===== config.mk =====
export PLATFORM = sky130hd
export DESIGN_NAME = ic1_fill_flat
export DESIGN_NICKNAME = d
export VERILOG_FILES = /design/src/rtl/ic1_fill_if.sv /design/src/rtl/ic1_fill.sv /design/src/flat_wrapper.sv
export SDC_FILE = /design/constraint.sdc
export NUM_CORES = 1
export LEC_CHECK = 0
export CORE_AREA = 2 2 289 291
export CTS_CLUSTER_DIAMETER = 30
export CTS_CLUSTER_SIZE = 14
export DETAILED_ROUTE_END_ITERATION = 8
export DIE_AREA = 0 0 291 293
export HOLD_SLACK_MARGIN = 0.02
export PLACE_DENSITY = 0.57
export SLEW_MARGIN = 10
export SYNTH_ARGS = -nofsm -noshare
export SYNTH_HDL_FRONTEND = slang
export SYNTH_SLANG_ARGS = --single-unit

===== constraint.sdc =====
create_clock -name clk -period 2.7 [get_ports clk]
set_input_delay 0.27 -clock clk [delete_from_list [all_inputs] [get_ports clk]]
set_output_delay 0.27 -clock clk [all_outputs]
set_load 0.005 [all_outputs]

===== src/rtl/ic1_fill_if.sv =====
// ----------------------------------------------------------------------------
// ic1_fill_if
//
// Bundle of every handshake and bus signal around the L1 I-cache line-fill
// sequencer: the fetch miss channel, the memory request/response channels,
// the I-cache array write port and the completion pulses.
//
// Modports:
//   master : the fill sequencer (drives miss_ready, mem_req_*, ic_*, fill_*)
//   slave  : the environment (fetch, memory and the I-cache arrays)
//
// Handshake rules:
//   miss channel    : a miss transfers on a rising edge where miss_valid and
//                     miss_ready are both 1.
//   mem_req channel : mem_req_valid is held with mem_req_paddr stable until a
//                     rising edge where mem_req_ready is 1; that edge is the
//                     single transfer.
//   mem_rsp channel : no backpressure; every edge with mem_rsp_valid=1 is one
//                     beat.
//
// The optional fetch-bypass signals exist only when IC1_FILL_BYPASS_EN is
// defined.
// ----------------------------------------------------------------------------
interface ic1_fill_if #(
    parameter int NPHYS = 55
);
    logic                flush;
    logic                miss_valid;
    logic                miss_ready;
    logic [NPHYS-7:0]    miss_paddr;
    logic                mem_req_valid;
    logic                mem_req_ready;
    logic [NPHYS-7:0]    mem_req_paddr;
    logic                mem_rsp_valid;
    logic [63:0]         mem_rsp_data;
    logic                mem_rsp_last;
    logic                mem_rsp_err;
    logic                ic_wen;
    logic [5:0]          ic_waddr;
    logic [511:0]        ic_din;
    logic [NPHYS-13:0]   ic_tin;
    logic                fill_done;
    logic                fill_err;
`ifdef IC1_FILL_BYPASS_EN
    logic                byp_valid;
    logic [2:0]          byp_beat;
    logic [63:0]         byp_data;
    logic [NPHYS-7:0]    byp_paddr;
`endif

    modport master (
        input  flush, miss_valid, miss_paddr, mem_req_ready,
               mem_rsp_valid, mem_rsp_data, mem_rsp_last, mem_rsp_err,
        output miss_ready, mem_req_valid, mem_req_paddr,
               ic_wen, ic_waddr, ic_din, ic_tin, fill_done, fill_err
`ifdef IC1_FILL_BYPASS_EN
        , output byp_valid, byp_beat, byp_data, byp_paddr
`endif
    );

    modport slave (
        output flush, miss_valid, miss_paddr, mem_req_ready,
               mem_rsp_valid, mem_rsp_data, mem_rsp_last, mem_rsp_err,
        input  miss_ready, mem_req_valid, mem_req_paddr,
               ic_wen, ic_waddr, ic_din, ic_tin, fill_done, fill_err
`ifdef IC1_FILL_BYPASS_EN
        , input byp_valid, byp_beat, byp_data, byp_paddr
`endif
    );
endinterface


===== src/rtl/ic1_fill.sv =====
// ----------------------------------------------------------------------------
// ic1_fill
//
// L1 instruction-cache line-fill sequencer. Takes one fetch miss at a time,
// issues a single line request to memory, assembles eight 64-bit beats into
// a 512-bit line and writes line + physical tag into the I-cache arrays in a
// single cycle. Flush aborts a fill at any point; bus errors and malformed
// bursts terminate the fill with a fill_err pulse and no array write.
//
// Ports:
//   clk        : rising-edge clock
//   reset_n    : asynchronous active-low reset
//   bus        : ic1_fill_if.master (miss, mem_req, mem_rsp, ic write,
//                fill_done / fill_err, optional bypass)
//   dbg_state  : current FSM state (IDLE=0, REQ=1, BEAT=2, WRITE=3, DRAIN=4)
//
// Parameters:
//   NPHYS  : physical address width (tag = [NPHYS-1:12], index = [11:6])
//   NBEATS : beats per line, fixed at 8
//
// Optional feature macro: IC1_FILL_BYPASS_EN
//   When defined, every clean beat accepted in BEAT is forwarded on byp_*
//   in the same cycle so fetch can start before the line is written.
// ----------------------------------------------------------------------------
module ic1_fill #(
    parameter int NPHYS  = 55,
    parameter int NBEATS = 8
) (
    input  logic          clk,
    input  logic          reset_n,
    ic1_fill_if.master    bus,
    output logic [2:0]    dbg_state
);

    localparam logic [2:0] LAST_BEAT = 3'(NBEATS - 1);

    typedef enum logic [2:0] {
        S_IDLE  = 3'd0,
        S_REQ   = 3'd1,
        S_BEAT  = 3'd2,
        S_WRITE = 3'd3,
        S_DRAIN = 3'd4
    } state_t;

    state_t               state_q, state_d;
    logic [NPHYS-7:0]     paddr_q, paddr_d;
    logic [2:0]           cnt_q,   cnt_d;
    // err_q: the burst in flight is already doomed (bus error seen, or the
    // burst overran into DRAIN). In DRAIN it decides whether the final
    // beat raises fill_err.
    logic                 err_q,   err_d;
    logic [511:0]         line_q,  line_d;
    logic                 fill_err_q, fill_err_d;

    logic                 beat_err;
    logic                 rsp_beat;
    logic                 rsp_end;

    assign rsp_beat = bus.mem_rsp_valid;
    assign rsp_end  = bus.mem_rsp_valid && bus.mem_rsp_last;
    assign beat_err = err_q || bus.mem_rsp_err;

    // ------------------------------------------------------------------
    // State register
    // ------------------------------------------------------------------
    always_ff @(posedge clk or negedge reset_n) begin
        if (!reset_n) begin
            state_q    <= S_IDLE;
            paddr_q    <= '0;
            cnt_q      <= '0;
            err_q      <= 1'b0;
            line_q     <= '0;
            fill_err_q <= 1'b0;
        end else begin
            state_q    <= state_d;
            paddr_q    <= paddr_d;
            cnt_q      <= cnt_d;
            err_q      <= err_d;
            line_q     <= line_d;
            fill_err_q <= fill_err_d;
        end
    end

    // ------------------------------------------------------------------
    // Next-state logic
    // ------------------------------------------------------------------
    always_comb begin
        state_d    = state_q;
        paddr_d    = paddr_q;
        cnt_d      = cnt_q;
        err_d      = err_q;
        line_d     = line_q;
        fill_err_d = 1'b0;

        case (state_q)
            S_IDLE: begin
                // flush outranks a simultaneous miss
                if (bus.miss_valid && !bus.flush) begin
                    paddr_d = bus.miss_paddr;
                    state_d = S_REQ;
                end
            end

            S_REQ: begin
                if (bus.mem_req_ready) begin
                    cnt_d = '0;
                    err_d = 1'b0;
                    // once memory has taken the request its burst must be
                    // consumed, even when the fill is being abandoned
                    state_d = bus.flush ? S_DRAIN : S_BEAT;
                end else if (bus.flush) begin
                    state_d = S_IDLE;
                end
            end

            S_BEAT: begin
                if (bus.flush) begin
                    // abandoned fill: drain quietly, or stop now if this
                    // very beat is the end of the burst
                    err_d   = 1'b0;
                    state_d = rsp_end ? S_IDLE : S_DRAIN;
                end else if (rsp_beat) begin
                    line_d[{cnt_q, 6'b0} +: 64] = bus.mem_rsp_data;
                    cnt_d = cnt_q + 3'd1;
                    err_d = beat_err;
                    if (bus.mem_rsp_last) begin
                        if (cnt_q == LAST_BEAT && !beat_err) begin
                            state_d = S_WRITE;
                        end else begin
                            // bus error or early last: no write
                            fill_err_d = 1'b1;
                            state_d    = S_IDLE;
                        end
                    end else if (cnt_q == LAST_BEAT) begin
                        // burst is longer than a line; swallow the rest
                        err_d   = 1'b1;
                        state_d = S_DRAIN;
                    end
                end
            end

            S_WRITE: begin
                state_d = S_IDLE;
            end

            S_DRAIN: begin
                if (bus.flush) begin
                    err_d = 1'b0;
                end
                if (rsp_end) begin
                    fill_err_d = err_q && !bus.flush;
                    state_d    = S_IDLE;
                end
            end

            default: begin
                state_d = S_IDLE;
            end
        endcase
    end

    // ------------------------------------------------------------------
    // Outputs
    // ------------------------------------------------------------------
    assign bus.miss_ready    = (state_q == S_IDLE);
    assign bus.mem_req_valid = (state_q == S_REQ);
    assign bus.mem_req_paddr = paddr_q;

    // A flush arriving in the write cycle still cancels the array write.
    assign bus.ic_wen        = (state_q == S_WRITE) && !bus.flush;
    assign bus.fill_done     = (state_q == S_WRITE) && !bus.flush;
    assign bus.ic_waddr      = paddr_q[5:0];
    assign bus.ic_tin        = paddr_q[NPHYS-7:6];
    assign bus.ic_din        = line_q;
    assign bus.fill_err      = fill_err_q;

    assign dbg_state         = state_q;

`ifdef IC1_FILL_BYPASS_EN
    assign bus.byp_valid = (state_q == S_BEAT) && bus.mem_rsp_valid &&
                           !bus.mem_rsp_err && !bus.flush;
    assign bus.byp_beat  = cnt_q;
    assign bus.byp_data  = bus.mem_rsp_data;
    assign bus.byp_paddr = paddr_q;
`endif

endmodule


===== src/flat_wrapper.sv =====
// flat-port wrapper written by rule: the top's interface ports become plain ports
module ic1_fill_flat 
#(
    parameter int NPHYS  = 55,
    parameter int NBEATS = 8
)
  (clk, reset_n, dbg_state, bus_flush, bus_miss_valid, bus_miss_paddr, bus_mem_req_ready, bus_mem_rsp_valid, bus_mem_rsp_data, bus_mem_rsp_last, bus_mem_rsp_err, bus_miss_ready, bus_mem_req_valid, bus_mem_req_paddr, bus_ic_wen, bus_ic_waddr, bus_ic_din, bus_ic_tin, bus_fill_done, bus_fill_err);
  ic1_fill_if #(.NPHYS(NPHYS)) bus_i ();
  input  logic clk;
  input  logic reset_n;
  output logic [2:0] dbg_state;
  input wire logic [$bits(bus_i.flush)-1:0] bus_flush;
  input wire logic [$bits(bus_i.miss_valid)-1:0] bus_miss_valid;
  input wire logic [$bits(bus_i.miss_paddr)-1:0] bus_miss_paddr;
  input wire logic [$bits(bus_i.mem_req_ready)-1:0] bus_mem_req_ready;
  input wire logic [$bits(bus_i.mem_rsp_valid)-1:0] bus_mem_rsp_valid;
  input wire logic [$bits(bus_i.mem_rsp_data)-1:0] bus_mem_rsp_data;
  input wire logic [$bits(bus_i.mem_rsp_last)-1:0] bus_mem_rsp_last;
  input wire logic [$bits(bus_i.mem_rsp_err)-1:0] bus_mem_rsp_err;
  output wire logic [$bits(bus_i.miss_ready)-1:0] bus_miss_ready;
  output wire logic [$bits(bus_i.mem_req_valid)-1:0] bus_mem_req_valid;
  output wire logic [$bits(bus_i.mem_req_paddr)-1:0] bus_mem_req_paddr;
  output wire logic [$bits(bus_i.ic_wen)-1:0] bus_ic_wen;
  output wire logic [$bits(bus_i.ic_waddr)-1:0] bus_ic_waddr;
  output wire logic [$bits(bus_i.ic_din)-1:0] bus_ic_din;
  output wire logic [$bits(bus_i.ic_tin)-1:0] bus_ic_tin;
  output wire logic [$bits(bus_i.fill_done)-1:0] bus_fill_done;
  output wire logic [$bits(bus_i.fill_err)-1:0] bus_fill_err;
  assign bus_i.flush = bus_flush;
  assign bus_i.miss_valid = bus_miss_valid;
  assign bus_i.miss_paddr = bus_miss_paddr;
  assign bus_i.mem_req_ready = bus_mem_req_ready;
  assign bus_i.mem_rsp_valid = bus_mem_rsp_valid;
  assign bus_i.mem_rsp_data = bus_mem_rsp_data;
  assign bus_i.mem_rsp_last = bus_mem_rsp_last;
  assign bus_i.mem_rsp_err = bus_mem_rsp_err;
  assign bus_miss_ready = bus_i.miss_ready;
  assign bus_mem_req_valid = bus_i.mem_req_valid;
  assign bus_mem_req_paddr = bus_i.mem_req_paddr;
  assign bus_ic_wen = bus_i.ic_wen;
  assign bus_ic_waddr = bus_i.ic_waddr;
  assign bus_ic_din = bus_i.ic_din;
  assign bus_ic_tin = bus_i.ic_tin;
  assign bus_fill_done = bus_i.fill_done;
  assign bus_fill_err = bus_i.fill_err;
  ic1_fill #(.NPHYS(NPHYS), .NBEATS(NBEATS)) u_core (.clk(clk), .reset_n(reset_n), .bus(bus_i), .dbg_state(dbg_state));
endmodule

# [Yosys cells after proc, flatten, opt, wreduce, memory -nomap -nowiden]
# Index checks and enable logic that the tools add are counted.
[word_totals] reg_bits=569 inputBits=121 output_inout_bits=618 wordCells=71
[classes] n_addsub=2 eq_ne=14 shifts=2 n_mux=30 bitwise=1 n_reduce_logical=16
[op_table] operator="bitwise mux 512 bit" n=1
[op_table] operator="variable shift 64 x 11 -> 512 bit (first input constant)" n=1
[op_table] operator="indexed part select 64 x 11 -> 512 bit" n=1
[op_table] operator="2-to-1 mux 3 bit" n=13
[op_table] operator="one-hot mux 3 bit (4 select lines)" n=1
[op_table] operator="2-to-1 mux 1 bit" n=11
[op_table] operator="negation 9 -> 11 bit" n=1
[op_table] operator="!= test 2 bit (second input constant)" n=4
[op_table] operator="AND reduction 4 bit" n=2
[op_table] operator="== test 3 x 2 -> 1 bit (second input constant)" n=2
[op_table] operator="== test 3 bit (second input constant)" n=2
[op_table] operator="!= test 3 bit (second input constant)" n=2
[op_table] operator="one-hot mux 3 bit (2 select lines)" n=1
[op_table] operator="logical AND 1 bit" n=5
[op_table] operator="AND reduction 5 bit" n=1
[op_table] operator="!= test 2 x 1 -> 1 bit (second input constant)" n=2
[op_table] operator="!= test 4 x 3 -> 1 bit (second input constant)" n=1
[op_table] operator="adder 3 x 1 -> 3 bit (second input constant)" n=1
[op_table] operator="== test 3 x 1 -> 1 bit (second input constant)" n=1
[op_table] operator="logical NOT 3 bit" n=1
[op_table] operator="one-hot mux 1 bit (3 select lines)" n=1
[op_table] operator="AND reduction 3 bit" n=1
[op_table] operator="nonzero test 3 bit" n=1
[op_table] operator="logical NOT 1 bit" n=2
[op_table] operator="6 further kinds" n=6

# [Longest topological paths before layout]
[depth] ltp_word=8 ltp_mapped=11 ltp_nobuf=7

# [Worst setup path after synthesis]
# No wires, ideal clock.
[synth_timing] path_type="flip-flop to flip-flop" from="register u_core.cnt_q[0]" to="register u_core.line_q[378] (netlist: u_core.bus.ic_din[378])" setup_ns=0.135 arrival_ns=2.480 required_time_ns=2.565 setup_slack_ns=0.085 path_stages_with_launch=12 path_buffers=4 synth_period_minus_slack_ns=2.615 path_cell_list="dfrtp_1 -> clkbuf_1 -> inv_1 -> ha_1 -> ha_1 -> nand2b_1 -> or4_1 -> buf_2 -> clkbuf_1 -> clkbuf_1 -> nand2_1 -> o21ai_0"
[synth_via] elab_chain_len=3 word_cells_on_any_way=4 cone_classes="add/sub: 1; shift: 2; mux: 1"
[synth_lines] element="start, declared" line="ic1_fill.sv:47" text="logic [2:0] cnt_q, cnt_d;"
[synth_lines] element="start signal, assigned" line="ic1_fill.sv:77" text="cnt_q <= cnt_d;"
[synth_lines] element="negation 9 -> 11 bit *" line="ic1_fill.sv:123" text="line_d[{cnt_q, 6'b0} +: 64] = bus.mem_rsp_data;"
[synth_lines] element="indexed part select 64 x 11 -> 512 bit / variable shift 64 x 11 -> 512 bit (equally long branches)" line="ic1_fill.sv:123"
[synth_lines] element="bitwise mux 512 bit *" line="ic1_fill.sv:123"
[synth_lines] element="end signal, assigned" line="ic1_fill.sv:79" text="line_q <= line_d;"
[synth_lines] element="end, declared" line="ic1_fill.sv:52" text="logic [511:0] line_q, line_d;"
# Mark *: on every way between the ends. The rest lies on a longest branch, timed or not.
# A chain may end at the register's enable or synchronous reset.

# [Worst setup path in the final report]
[layout_timing] from="register u_core.state_q[0] (netlist: u_core.dbg_state[0])" to="output port bus_fill_done"
[layout_via] elab_chain_len=2
[layout_lines] element="start, declared" line="ic1_fill.sv:45" text="state_t state_q, state_d;"
[layout_lines] element="start signal, assigned" line="ic1_fill.sv:75" text="state_q <= state_d;"
[layout_lines] element="== test 3 x 2 -> 1 bit" line="ic1_fill.sv:171" text="assign bus.fill_done = (state_q == S_WRITE) && !bus.flush;"
[layout_lines] element="logical AND 1 bit" line="ic1_fill.sv:171"
[layout_lines] element="end, declared" line="flat_wrapper.sv:27" text="output wire logic [$bits(bus_i.fill_done)-1:0] bus_fill_done;"
# No other way between the ends.

==> impl_metrics.csv <==
group,metric,value,unit
logic_synthesis,synthCells,1891,
routing,vias,17514,
logic_synthesis,synth_area_per_cell,12.12,um^2
grt,grt_pass1_vias,18715,
pwr,leakage,16.61,nW
worst_setup_path,startpoint,"u_core.dbg_state[0]$_DFFE_PN0P_",
pwr,powerDensity,866.7,nW/um^2
logic_synthesis,async_flop_share,1.000,
logic_synthesis,netlist_area,22930,um^2
clock_network,cts_root_buffer,"clkbuf_16",
grt,grt_usage,0.1897,
logic_synthesis,synth_seq_cells,569,
routing,drt_iter0_markers,869,
routing,routed_wl,82.04,mm
cells_and_area,final_area,36410,um^2
floorplan,ioPinCount,739,
worst_setup_path,path_class,"reg2out",
place,io_buffers,738,
logic_synthesis,synth_edf_count,0,
routing,drtPass1Iterations,5,
logic_synthesis,synth_ff_type,"dfrtp_1",
place,hpwl,57.14,mm
min_path,hp-class,"in2async",
timing,finalHoldViolCount,0,
place,gp_congestion,0.8687,
grt,use_met1,0.2245,
pwr,ir_worst_vdd,0.4447,mV
routing,drc,0,
cells_and_area,final_nets,2782,
timing,fin_tns_setup,0,ns
grt,grt_use_met3,0.05794,
worst_setup_path,path_max_fanout,7,
place,dpl_cell_area,31470,um^2
floorplan,die_area,85260,um^2
timing,drv_slew,0,
logic_synthesis,yosysWarningCount,0,
grt,met2_usage,0.3168,
routing,wl_per_cell,21.39,um
clock_network,cts_buffer_depth,3,
timing,fin_ws,0.1701,ns
grt,antenna_found_initial,1,
timing,min_period,2.530,ns
worst_setup_path,rrSetupSlack,0.29,ns
cells_and_area,layout_common_cells,"clkdlybuf4s50_1, dfrtp_1, o21ai_0",
floorplan,initial_core_util,0.2801,
timing,fmax,0.3953,GHz
floorplan,die_h,293,um
grt,top_usage_layer,"met2",
clock_network,cts_buffers,138,
cells_and_area,layout-drive-gt1-share,0.2203,
grt,grt_max_degree,93,
routing,viasPerCell,4.566,
cells_and_area,fill_cells,7479,
timing,tightest_slew,0.6658,ns
worst_setup_path,crit_arrival,2.26,ns
routing,ant_nets,0,
job,drv_cap,0,
grt,gr-total-overflow,0,
worst_setup_path,critPathRequiredTime,2.43,ns
timing,fin_crit_sh,0.9370,
timing,finalSetupViolations,0,
run_status,status,"complete, no violations",
logic_synthesis,ys_seq_area_frac,0.6210,
logic_synthesis,yosysUniqueCellTypes,44,
timing,skew,0.02158,ns
floorplan,rows,105,
worst_setup_path,timing.rr.start,"u_core.cnt_q[0]$_DFFE_PN0P_",
timing,rsz0062_at_grt,"false",
clock_network,cts.sinks,569,
cells_and_area,mostFrequentLayoutCell,"clkdlybuf4s50_1",
timing,slew_headroom,0.5561,
worst_setup_path,critPathLaunchType,"flip-flop",
logic_synthesis,synth_nets,2018,
cells_and_area,area_delta_synth_final,58.80,%
grt,grt_pass1_wl,121.7,mm
floorplan,fp.dieW,291,um
worst_setup_path,end_kind,"primary output",
clock_network,clk_latency,0.69,ns
clock_network,tritoncts,"built",
place,place_ws,0.01903,ns
clock_network,cts.reportedPaths.clkPinSlew,0.04,ns
clock_network,htreeDepth,4,
floorplan,core_area,81850,um^2
[where the power goes]
group	internal [mW]	leakage, nW	switching, mW
Sequential	9.20	7.14	0.529
Clock	12.2	2.39	5.18
Combinational	2.47	7.08	2.00
[kinds of logic after synthesis]
family | Yosys count | share of synthesized area
adder cells (fa/ha/maj) | 6 | 0.003274
XOR/XNOR | 1 | 0.0003821
AND/OR/NAND/NOR | 428 | 0.08944
AO/OA/AOI/OAI | 276 | 0.06238
buffers and inverters | 305 | 0.06341
flip-flops | 569 | 0.6210
multiplexers | 306 | 0.1601
[sequential cells by signal (all words and copies together) (netlist names)]
| name | count |
|---|---|
| u_core.bus.fill_err | 1 |
| u_core.bus.mem_req_paddr | 49 |
| u_core.dbg_state | 3 |
| u_core.bus.ic_din | 512 |
| u_core.err_q | 1 |
| u_core.cnt_q | 3 |
[area by class of cell]
cell class	count	area (um^2)	share of cell area
Antenna cell	1	2.502	0.00006873
Timing Repair Buffer	795	8123	0.2231
Multi-Input combinational cell	1017	7278	0.1999
Clock inverter	72	1057	0.02904
Inverter	134	503.0	0.01382
Tap cell	1070	1339	0.03677
Clock buffer	178	3866	0.1062
Sequential cell	569	14240	0.3911
[Yosys cell counts, drive strengths merged, types with 5 or more instances]
| cell type | number | share of area |
|---|---|---|
| dfrtp | 569 | 0.62 |
| mux2 | 305 | 0.16 |
| o21ai | 260 | 0.057 |
| nand2 | 198 | 0.032 |
| inv | 134 | 0.022 |
| nand3 | 130 | 0.028 |
| clkbuf | 90 | 0.015 |
| buf | 81 | 0.027 |
| and2 | 64 | 0.017 |
| a21oi | 6 | 0.0013 |
| ha | 6 | 0.0033 |
| nor2 | 5 | 0.00082 |
| nor4 | 5 | 0.0014 |
[worst max-delay path, stage by stage (launching register included)]
cell	delay (ns)
dfrtp_1	0.46
buf_4	0.19
nor4bb_1	0.23
buf_4	0.20
clkdlybuf4s50_1	0.50
[per-layer routing]
metal  part of all wire  routed length, um
met3              0.068               5562
met1               0.40              32980
met5            0.00016                 13
met2               0.49              40310
met4              0.039               3181
[through the flow]
stage               utilization  hold WS (ns)  power [mW]  std cells
floorplan                     -      -0.02559       11.47       1891
global placement         0.3845        0.2861       14.25       3584
detailed placement       0.3845        0.2937       14.33       3584
CTS                      0.4448        0.1427       31.89       3835
global route             0.4448        0.1688       32.63       3835
finish                   0.4448        0.1592       31.56       3836
[final timing paths]
check / end / cells after the start
worst max-delay path: bus_fill_done / 4
worst min-delay path: u_core.bus.mem_req_paddr[27]$_DFFE_PN0P_ / 2
worst max register to register: u_core.bus.ic_din[377]$_DFFE_PN0P_ / 8
worst min register to register: u_core.bus.ic_din[325]$_DFFE_PN0P_ / 2
max in group asynchronous: u_core.bus.mem_req_paddr[35]$_DFFE_PN0P_ / 3
min in group clk: u_core.bus.mem_req_paddr[45]$_DFFE_PN0P_ / 2
[repair_timing]
action	4_1_cts	5_1_grt
buffers inserted	0	0
endpoints found under the hold margin	66	0
hold buffers	1	0
gates resized for setup	0	0
setup endpoints to repair	0	0
No activity file was read; power rests on OpenSTA's default activity.
